==> config.mk <==
export PLATFORM = sky130hd
export DESIGN_NAME = harvard_fetch
export DESIGN_NICKNAME = d
export VERILOG_FILES = /design/src/rtl/harvard_fetch.sv
export SDC_FILE = /design/constraint.sdc
export NUM_CORES = 1
export LEC_CHECK = 0
export CAP_MARGIN = 20
export CORE_MARGIN = 1
export CORE_UTILIZATION = 50
export CTS_CLUSTER_SIZE = 16
export DETAILED_ROUTE_END_ITERATION = 8
export PLACE_DENSITY = 0.85
export SLEW_MARGIN = 20
export SYNTH_ARGS = -nofsm -noshare
export SYNTH_HDL_FRONTEND = slang
export SYNTH_SLANG_ARGS = --single-unit
==> constraint.sdc <==
create_clock -name clk -period 6.45 [get_ports clk]
set_input_delay 1.29 -clock clk [delete_from_list [all_inputs] [get_ports clk]]
set_output_delay 1.29 -clock clk [all_outputs]
set_load 0.005 [all_outputs]
==> src/rtl/harvard_fetch.sv <==
// Instruction fetch stage: PC, instruction-memory read handshake, decode handoff, delayed redirects.
// Optional HARVARD_FETCH_ALIGN_CHECK_EN: a misaligned next PC halts the stage with fault=1.
module harvard_fetch #(
  parameter logic [31:0] RESET_VECTOR = 32'hBFC00000
) (
  input  logic        clk,
  input  logic        reset,
  output logic [31:0] instr_address,
  output logic        instr_read,
  input  logic [31:0] instr_readdata,
  input  logic        instr_waitrequest,
  output logic [31:0] instruction,
  output logic [31:0] pc_out,
  output logic        fetch_valid,
  input  logic        decode_ready,
  input  logic        redirect_valid,
  input  logic [31:0] redirect_target,
  output logic        active,
  output logic        fault
);

  typedef enum logic [1:0] {IDLE, REQ, HOLD, HALT} state_t;

  state_t      state_q, state_d;
  logic [31:0] pc_q, pc_d;
  logic [31:0] instr_q, instr_d;
  logic [31:0] pc_out_q, pc_out_d;
  logic        fetch_valid_q, fetch_valid_d;
  logic        pend_valid_q, pend_valid_d;
  logic [31:0] pend_target_q, pend_target_d;
  logic        accept;
  logic [31:0] seq_pc;
  logic [31:0] raw_next_pc;
  logic [31:0] next_pc;
  logic        misaligned;
`ifdef HARVARD_FETCH_ALIGN_CHECK_EN
  logic        fault_q, fault_d;
`endif

  assign accept = (state_q == HOLD) && decode_ready;
  assign seq_pc = pend_valid_q ? pend_target_q : (pc_q + 32'd4);
  // A redirect arriving with the accept means the accepted word is the delay slot.
  assign raw_next_pc = redirect_valid ? redirect_target : seq_pc;

`ifdef HARVARD_FETCH_ALIGN_CHECK_EN
  assign misaligned = (raw_next_pc[1:0] != 2'b00);
  assign next_pc    = raw_next_pc;
`else
  assign misaligned = 1'b0;
  assign next_pc    = raw_next_pc & ~32'h3;
`endif

  always_comb begin
    state_d       = state_q;
    pc_d          = pc_q;
    instr_d       = instr_q;
    pc_out_d      = pc_out_q;
    fetch_valid_d = fetch_valid_q;
    pend_valid_d  = pend_valid_q;
    pend_target_d = pend_target_q;
`ifdef HARVARD_FETCH_ALIGN_CHECK_EN
    fault_d       = fault_q;
`endif

    // Redirect not coinciding with an accept is parked until the delay slot is taken.
    if ((state_q != HALT) && redirect_valid && !accept) begin
      pend_valid_d  = 1'b1;
      pend_target_d = redirect_target;
    end

    case (state_q)
      IDLE: state_d = REQ;
      REQ: begin
        if (!instr_waitrequest) begin
          instr_d       = instr_readdata;
          pc_out_d      = pc_q;
          fetch_valid_d = 1'b1;
          state_d       = HOLD;
        end
      end
      HOLD: begin
        if (decode_ready) begin
          fetch_valid_d = 1'b0;
          pend_valid_d  = 1'b0;
          pc_d          = next_pc;
          if (misaligned) begin
`ifdef HARVARD_FETCH_ALIGN_CHECK_EN
            fault_d = 1'b1;
`endif
            state_d = HALT;
          end else if (next_pc == 32'd0) begin
            state_d = HALT;
          end else begin
            state_d = REQ;
          end
        end
      end
      default: state_d = HALT;
    endcase
  end

  always_ff @(posedge clk) begin
    if (reset) begin
      state_q       <= IDLE;
      pc_q          <= RESET_VECTOR;
      instr_q       <= 32'd0;
      pc_out_q      <= 32'd0;
      fetch_valid_q <= 1'b0;
      pend_valid_q  <= 1'b0;
      pend_target_q <= 32'd0;
    end else begin
      state_q       <= state_d;
      pc_q          <= pc_d;
      instr_q       <= instr_d;
      pc_out_q      <= pc_out_d;
      fetch_valid_q <= fetch_valid_d;
      pend_valid_q  <= pend_valid_d;
      pend_target_q <= pend_target_d;
    end
  end

`ifdef HARVARD_FETCH_ALIGN_CHECK_EN
  always_ff @(posedge clk) begin
    if (reset) fault_q <= 1'b0;
    else       fault_q <= fault_d;
  end
  assign fault = fault_q;
`else
  assign fault = 1'b0;
`endif

  assign instr_address = pc_q;
  assign instr_read    = (state_q == REQ);
  assign instruction   = instr_q;
  assign pc_out        = pc_out_q;
  assign fetch_valid   = fetch_valid_q;
  assign active        = (state_q != HALT);

endmodule

==> impl_summary.txt, run 1 <==
----------------------------------------------------
[STA]
  Sum of negative setup slack ... 0 ns
  Final cycle utilization of the critical path ... 0.639
  Setup-violating endpoint count in the final report ... 0
  Post-route clock skew ... roughly 0.012 ns
  Unrepaired setup endpoints after global routing ... no
  Final worst slack ... 2.33 ns
  Number of max-slew violations in the final report ... 0
  Headroom to the max-slew limit ... 0.263
  Final Hold Viols ... 0
  Final critical-path required period ... about 4.1 ns
  Hold WS ... 0.452 ns
  Worst Max-Slew Pin Slew ... 1.10 ns
  Peak clock frequency supported by timing ... 243 MHz

[Drt]
  DR WL/cell ... 18.6 um
  Total length of routed wires ... 16.9 mm
  Number of detailed-route iterations in the first pass ... 7
  Via count of the routed design ... 5,581
  DRC violations left ... 0
  Starting DRC count in detailed routing ... 851
  Number of nets with antenna violations after routing ... 0
  Drt via density ... 6.16

[Worst hold path]
  Hold endpoint ... pend_target_q[19]$_SDFFE_PP0P_
  Type of the tightest min-delay check ... reg2reg
  Hold path depth ... 2
  Launch point of the worst hold path ... pend_target_q[19]$_SDFFE_PP0P_

[Clocking]
  Hold_buf cts ... 0
  Post-CTS Setup Repair Bufs ... 0
  Inserted Clock Buffers ... 17
  Source-to-sink clock delay at the later pin of the worst-skew pair ... 0.51 ns
  Root buffer selected by CTS ... sky130_fd_sc_hd__clkbuf_8
  Buffer levels on the longest clock path ... 2
  Number of resized instances in the post-cts repair step ... 0
  Clk sinks ... 126
  CTS H-Tree Depth ... 4
  TritonCTS clock tree ... built
  Clock transition time at the flip-flop clock pins of the worst setup and hold paths ... 0.06 ns

[Critical path]
  Critical path class ... in2reg
  Slowest stage delay, CP ... approximately 0.94 ns
  Ordered cell list for the critical path ... clkdlybuf4s50_1, inv_2, o2111a_1, nor3_1, o311ai_0, nor4_1, nand4b_1, or4_1, o31ai_2
  Cell count of the worst reg-to-reg path ... 9
  Critical R2R Capture ... state_q[1]$_SDFFE_PP0P_
  Buffers & Inverters on Critical Path ... 2
  CP endpoint kind ... register
  Launching element of the worst setup path ... redirect_valid
  Arr. time, crit path ... 4.55 ns
  Reg2Reg Launch Point ... instr_address[2]$_SDFFE_PP0P_
  CP delay by family, top ... simple AND/OR/NAND/NOR gates
  Slowest stage cell on the critical path ... sky130_fd_sc_hd__clkdlybuf4s50_1
  Data required, critical path ... 6.88 ns
  Worst-path fanout max ... 20
  Startpoint Class ... input pin
  Setup slack, reg-to-reg ... approximately 3.3 ns

[GRT]
  Maximum number of pins on one net before global-route repair ... 48
  Overall overflow remaining after global route ... 0
  Global-route wire length before repair ... 26.4 mm
  Antenna violations before repair ... 0
  Number of global-route vias before repair ... 5,233
  Total global-route track usage ... 0.298

[Logic synthesis]
  Number of distinct library cell variants in the gate-level netlist after synthesis ... 61
  Combined area of all synthesized cells ... 5440 um2
  Synthesis-stage register bit count ... 126
  Post-synthesis instance total ... 620
  Mean post-synth cell area ... 8.77 um2
  Post-synthesis sequential area ratio ... 0.464
  Number of synthesized flops with an enable pin ... 0
  Top post-synthesis cells by area ... sky130_fd_sc_hd__dfxtp_1 46%, sky130_fd_sc_hd__a22o_1 11%, sky130_fd_sc_hd__nand2_1 7.7%, sky130_fd_sc_hd__a21oi_1 4.3%, sky130_fd_sc_hd__o21ai_0 2.9%
  Cell accounting for the most synthesized area ... sky130_fd_sc_hd__dfxtp_1
  Async set-reset flop share out of synthesis ... 0
  Primary FF master, synth ... sky130_fd_sc_hd__dfxtp_1
  Share of the synthesized area in the top cell type ... 0.464
  Number of synthesis warnings ... 0

[Power and ir drop]
  Standby leakage power ... ~2.9 nW
  IR Drop Worst-Case VDD ... ~0.16 mV
  Total power density per cell area ... 271 nW/um2

[Placed design]
  Half-perimeter wire length after placement ... 11.4 mm
  Setup WS pre-CTS ... 1.96 ns
  Gp weighted congestion ... between 0.9 and 1
  Number of buffers inserted by port buffering ... 161

[Floorplan]
  Initial Util ... 0.522
  Cell Rows ... 37
  Die Span X ... 106 um
  Vertical die dimension ... approximately 110 um
  Placeable core region ... 10,400 um2
  Die area ... 11,300 um2
  Count of boundary I/O pins ... 169

[Cells and area]
  Nets ... between 800 and 900
  Layout cells sized above 1 ... 0.0701
  Area growth, synth to finish ... 41.8%
  Fillcell total ... about 760
  Antenna diodes ... 0
  Most frequent standard cell in the layout excluding fill and tap cells ... sky130_fd_sc_hd__clkdlybuf4s50_1
  Commonest non-fill, non-tap cells in the layout ... 161 x sky130_fd_sc_hd__clkdlybuf4s50_1, 126 x sky130_fd_sc_hd__dfxtp_1, 111 x sky130_fd_sc_hd__nand2_1, 71 x sky130_fd_sc_hd__a22o_1, 47 x sky130_fd_sc_hd__a21oi_1

[Run]
  Max_cap viols ... 0

[Status]
  Outcome ... completed

----------------------------------------------------
kinds of logic after synthesis:
| kind of cell | Yosys count | share of synthesized area |
|---|---|---|
| AOI/OAI and AO/OA | 205 | 0.266 |
| and+or+nand+nor | 205 | 0.185 |
| DFF | 126 | 0.464 |
| buffers and inverters | 61 | 0.0474 |
| xor gates and xnor gates | 17 | 0.0274 |
| muxes | 4 | 0.00736 |
| adders and majority gates | 1 | 0.00230 |
| other | 1 | 0.000690 |
per-stage QoR:
stage          instances  area [um2]  total power [mW]   util
2_1_floorplan        624        5450             0.959      -
6_report             906        7710              2.09  0.740
4_1_cts              906        7710              2.09  0.740
3_5_place_dp         875        7080              1.08  0.680
3_3_place_gp         875        7080              1.07  0.680
5_1_grt              906        7710              2.15  0.740
area by class of cell:
cell class | count | area (um2) | share of cell area
multi-input cells | 437 | 2690 | 0.349
flip-flops and latches | 126 | 2520 | 0.327
repair buffers | 169 | 1670 | 0.217
clock buffers | 17 | 414 | 0.0537
clock inverters | 14 | 218 | 0.0282
well taps | 136 | 170 | 0.0221
inverters | 7 | 26.3 | 0.00341
sequential cells by signal, indices dropped and copies added (netlist names):
signal         flops
pc_out            30
instr_address     30
pend_target_q     30
state_q            2
fetch_valid        1
instruction       32
pend_valid_q       1
per-layer routing:
| layer | wire [um] | track usage | vias to the layer above |
|---|---|---|---|
| li1 | - | - | 2523 |
| met2 | 7720 | 0.472 | 395 |
| met4 | 576 | 0.129 | 0 |
| met5 | 0 | 0 | - |
| met3 | 1690 | 0.0736 | 76 |
| met1 | 6860 | 0.384 | 2587 |
worst register-to-register path, delay by kind of cell, from the launching register on:
family	cells	cell delay (ns)
DFF	1	0.53
adders and majority gates	1	0.36
AOI/OAI and AO/OA	4	0.97
and+or+nand+nor	4	1.26
how the worst max path moves through the flow:
stage                              endpoint  cells after the start
floorplan           state_q[1]$_SDFFE_PP0P_                      9
detailed placement  state_q[1]$_SDFFE_PP0P_                      9
global route        state_q[1]$_SDFFE_PP0P_                      9
finish              state_q[1]$_SDFFE_PP0P_                      9
global placement    state_q[1]$_SDFFE_PP0P_                      9
CTS                 state_q[1]$_SDFFE_PP0P_                      9
report_power, final:
| part | internal (mW) | total, mW | switching (mW) |
|---|---|---|---|
| logic | 0.115 | 0.232 | 0.116 |
| registers | 0.811 | 0.835 | 0.0240 |
| clock network | 0.665 | 1.02 | 0.355 |
| total | 1.59 | 2.09 | 0.495 |
synth_stat cells (7+ instances only):
library cell	number
sky130_fd_sc_hd__buf_2	8
sky130_fd_sc_hd__nand4_1	8
sky130_fd_sc_hd__a22o_1	71
sky130_fd_sc_hd__o21ai_0	32
sky130_fd_sc_hd__a31oi_1	7
sky130_fd_sc_hd__clkbuf_1	39
sky130_fd_sc_hd__nor2_1	19
sky130_fd_sc_hd__xnor2_1	8
sky130_fd_sc_hd__nand2_1	111
sky130_fd_sc_hd__xor2_1	9
sky130_fd_sc_hd__o21a_1	8
sky130_fd_sc_hd__a21oi_1	47
sky130_fd_sc_hd__nand3_1	14
sky130_fd_sc_hd__dfxtp_1	126
sky130_fd_sc_hd__nor3_1	7
sky130_fd_sc_hd__nor4_1	9
No activity file was read; power rests on OpenSTA's default activity.
==> run 2: changes to the inputs <==
- CORE_UTILIZATION: 50 -> 47
- PLACE_DENSITY: 0.85 -> 0.81
- clock period: 6.45 -> 4.01 ns (I/O delays scaled with it)
==> impl_summary.txt, run 2 (same netlist as run 1, synthesis figures left out) <==
----------------------------------------------------
[Status]
  Outcome ... completed

[Critical path]
  Data required, critical path ... 4.35 ns (-2.53 ns)
  Startpoint Class ... input pin
  Cell count of the worst reg-to-reg path ... 9 (unchanged)
  CP delay by family, top ... simple AND/OR/NAND/NOR gates
  CP Depth ... 10 (+1)
  Critical R2R Capture ... state_q[1]$_SDFFE_PP0P_
  Ordered cell list for the critical path ... clkdlybuf4s50_1, buf_12, inv_2, o2111a_1, nor3_1, o311ai_0, nor4_1, nand4b_1, or4_1, o31ai_2
  Critical path class ... in2reg
  Setup slack, reg-to-reg ... 0.89 ns (-2.37 ns)
  Slowest stage delay, CP ... 0.51 ns (-0.43 ns)
  Buffers & Inverters on Critical Path ... 3 (+1)
  Slowest stage cell on the critical path ... sky130_fd_sc_hd__clkdlybuf4s50_1
  Arr. time, crit path ... 3.56 ns (-0.99 ns)
  Reg2Reg Launch Point ... instr_address[2]$_SDFFE_PP0P_
  Worst-path fanout max ... 54 (+170%)
  Critical Path Sink ... state_q[1]$_SDFFE_PP0P_
  Launching element of the worst setup path ... redirect_valid
  CP endpoint kind ... register

[GRT]
  Antenna violations before repair ... 0 (unchanged)
  Total global-route track usage ... 0.284 (-0.0131)
  Overall overflow remaining after global route ... 0 (unchanged)
  Number of global-route vias before repair ... 5,108 (-2.4%)
  Global-route wire length before repair ... 25.6 mm (-2.8%)
  Maximum number of pins on one net before global-route repair ... 55 (+15%)

[Drt]
  Total length of routed wires ... 17.1 mm (+1.2%)
  Starting DRC count in detailed routing ... 408 (-52%)
  Drt via density ... 5.98 (-2.9%)
  DRC violations left ... 0 (unchanged)
  Via count of the routed design ... 5,459 (-2.2%)
  Number of detailed-route iterations in the first pass ... 5 (-2)
  Number of nets with antenna violations after routing ... 0 (unchanged)
  DR WL/cell ... 18.7 um (+0.45%)

[Clocking]
  Source-to-sink clock delay at the later pin of the worst-skew pair ... 0.42 ns (-0.09 ns)
  CTS H-Tree Depth ... 4 (unchanged)
  TritonCTS clock tree ... built
  Post-CTS Setup Repair Bufs ... 0 (unchanged)
  Inserted Clock Buffers ... 17 (unchanged)
  Number of resized instances in the post-cts repair step ... 0 (unchanged)
  Clk sinks ... 126 (unchanged)
  Root buffer selected by CTS ... sky130_fd_sc_hd__clkbuf_16
  Buffer levels on the longest clock path ... 2 (unchanged)
  Clock transition time at the flip-flop clock pins of the worst setup and hold paths ... 0.06 ns (about the same)
  Hold_buf cts ... 0 (unchanged)

[Worst hold path]
  Type of the tightest min-delay check ... reg2reg

[Placed design]
  Gp weighted congestion ... 0.872 (-12%)
  Half-perimeter wire length after placement ... 11.5 mm (+0.62%)
  Cell count after placement ... 881 (+0.69%)
  Number of buffers inserted by port buffering ... 161 (unchanged)

[Run]
  Max_cap viols ... 0 (unchanged)

[STA]
  Final critical-path required period ... 3.21 ns
  Sum of negative setup slack ... 0 ns (unchanged)
  Setup-violating endpoint count in the final report ... 0 (unchanged)
  Peak clock frequency supported by timing ... just over 300 MHz
  Final cycle utilization of the critical path ... 0.802
  Unrepaired setup endpoints after global routing ... no
  Worst Max-Slew Pin Slew ... 0.899 ns (-0.204 ns)
  Final Hold Viols ... 0 (unchanged)
  Post-route clock skew ... 0.00820 ns (-0.00398 ns)
  Number of max-slew violations in the final report ... 0 (unchanged)
  Headroom to the max-slew limit ... 0.399 (+0.136)

[Floorplan]
  Placeable core region ... 11,100 um2 (+6.4%)
  Count of boundary I/O pins ... 169 (unchanged)
  Cell Rows ... 38 (+2.7%)
  Vertical die dimension ... 110 um (+3.1%)
  Initial Util ... 0.491 (-0.0312)
  Die area ... 12,000 um2 (+6.3%)
  Die Span X ... 110 um (+3.1%)

[Cells and area]
  Nets ... 830 (+0.24%)
  Antenna diodes ... 0 (unchanged)
  Commonest non-fill, non-tap cells in the layout ... 161 x sky130_fd_sc_hd__clkdlybuf4s50_1, 126 x sky130_fd_sc_hd__dfxtp_1, 110 x sky130_fd_sc_hd__nand2_1, 71 x sky130_fd_sc_hd__a22o_1, 47 x sky130_fd_sc_hd__a21oi_1
  Fillcell total ... 848 (+12%)
  Number of flip-flops under the largest register name ... 32 (unchanged)
  Most frequent standard cell in the layout excluding fill and tap cells ... sky130_fd_sc_hd__clkdlybuf4s50_1
  Final Non-Filler Cells ... 913 (+0.77%)
  Core occupancy in the finished layout ... 0.704 (-0.0368)
  Layout cells sized above 1 ... 0.0724 (+0.00232)
  Area growth, synth to finish ... 43.3%

[Power and ir drop]
  IR Drop Worst-Case VDD ... 0.343 mV (+110%)
  Total power density per cell area ... 447 nW/um2 (+65%)
  Standby leakage power ... 2.99 nW (+1.4%)

----------------------------------------------------
-- run 2: where the power goes --
group          switching (mW)  leakage, nW  total (mW)  internal [mW]
logic                   0.186         1.63       0.374          0.188
clock network           0.559        0.329        1.77           1.21
registers              0.0382         1.03        1.34           1.31
-- run 2: worst register-to-register path: stages, from the launching register on --
cell and delay, ns:
sky130_fd_sc_hd__dfxtp_1 0.51, sky130_fd_sc_hd__ha_1 0.32, sky130_fd_sc_hd__and3_2 0.27, sky130_fd_sc_hd__nand3_4 0.16, sky130_fd_sc_hd__o31a_1 0.33, sky130_fd_sc_hd__o31ai_1 0.27
sky130_fd_sc_hd__o21ai_0 0.17, sky130_fd_sc_hd__nand4b_1 0.23, sky130_fd_sc_hd__or4_1 0.58, sky130_fd_sc_hd__o31ai_2 0.19
-- run 2: worst min-delay path by stage --
stage,slack [ns],cells after the start,start,end
4_1_cts,0.45,2,pend_target_q[23]$_SDFFE_PP0P_,pend_target_q[23]$_SDFFE_PP0P_
3_3_place_gp,0.44,2,pend_target_q[18]$_SDFFE_PP0P_,pend_target_q[18]$_SDFFE_PP0P_
6_report,0.45,2,pend_target_q[23]$_SDFFE_PP0P_,pend_target_q[23]$_SDFFE_PP0P_
2_1_floorplan,0.43,2,pend_target_q[18]$_SDFFE_PP0P_,pend_target_q[18]$_SDFFE_PP0P_
3_5_place_dp,0.45,2,pend_target_q[23]$_SDFFE_PP0P_,pend_target_q[23]$_SDFFE_PP0P_
5_1_grt,0.48,2,pend_target_q[17]$_SDFFE_PP0P_,pend_target_q[17]$_SDFFE_PP0P_
-- run 2: layout make-up --
type / instances / area (um2) / area share
clock buffers: 21 / 470 / 0.0604
clock inverters: 11 / 210 / 0.0270
inverters: 7 / 26.3 / 0.00337
multi-input cells: 437 / 2690 / 0.345
flip-flops and latches: 126 / 2520 / 0.324
well taps: 140 / 175 / 0.0225
repair buffers: 171 / 1700 / 0.218
-- run 2: metal layers --
layer	share of wire	vias up	routed length [um]	global-route usage
met5	0	-	0	0
met3	0.098	39	1680	0.0794
met2	0.48	300	8230	0.489
met4	0.023	0	386	0.125
li1	-	2530	-	-
met1	0.40	2590	6760	0.330
-- run 2: stage by stage --
step	hold WS (ns)	setup WS [ns]	power, mW	cell area [um2]
after global placement	0.440	0.453	1.73	7110
after CTS	0.453	0.847	3.49	7790
after floorplan	0.431	1.36	1.54	5450
after detailed placement	0.446	0.431	1.74	7110
after global routing	0.475	0.633	3.58	7790
final	0.453	0.795	3.49	7790
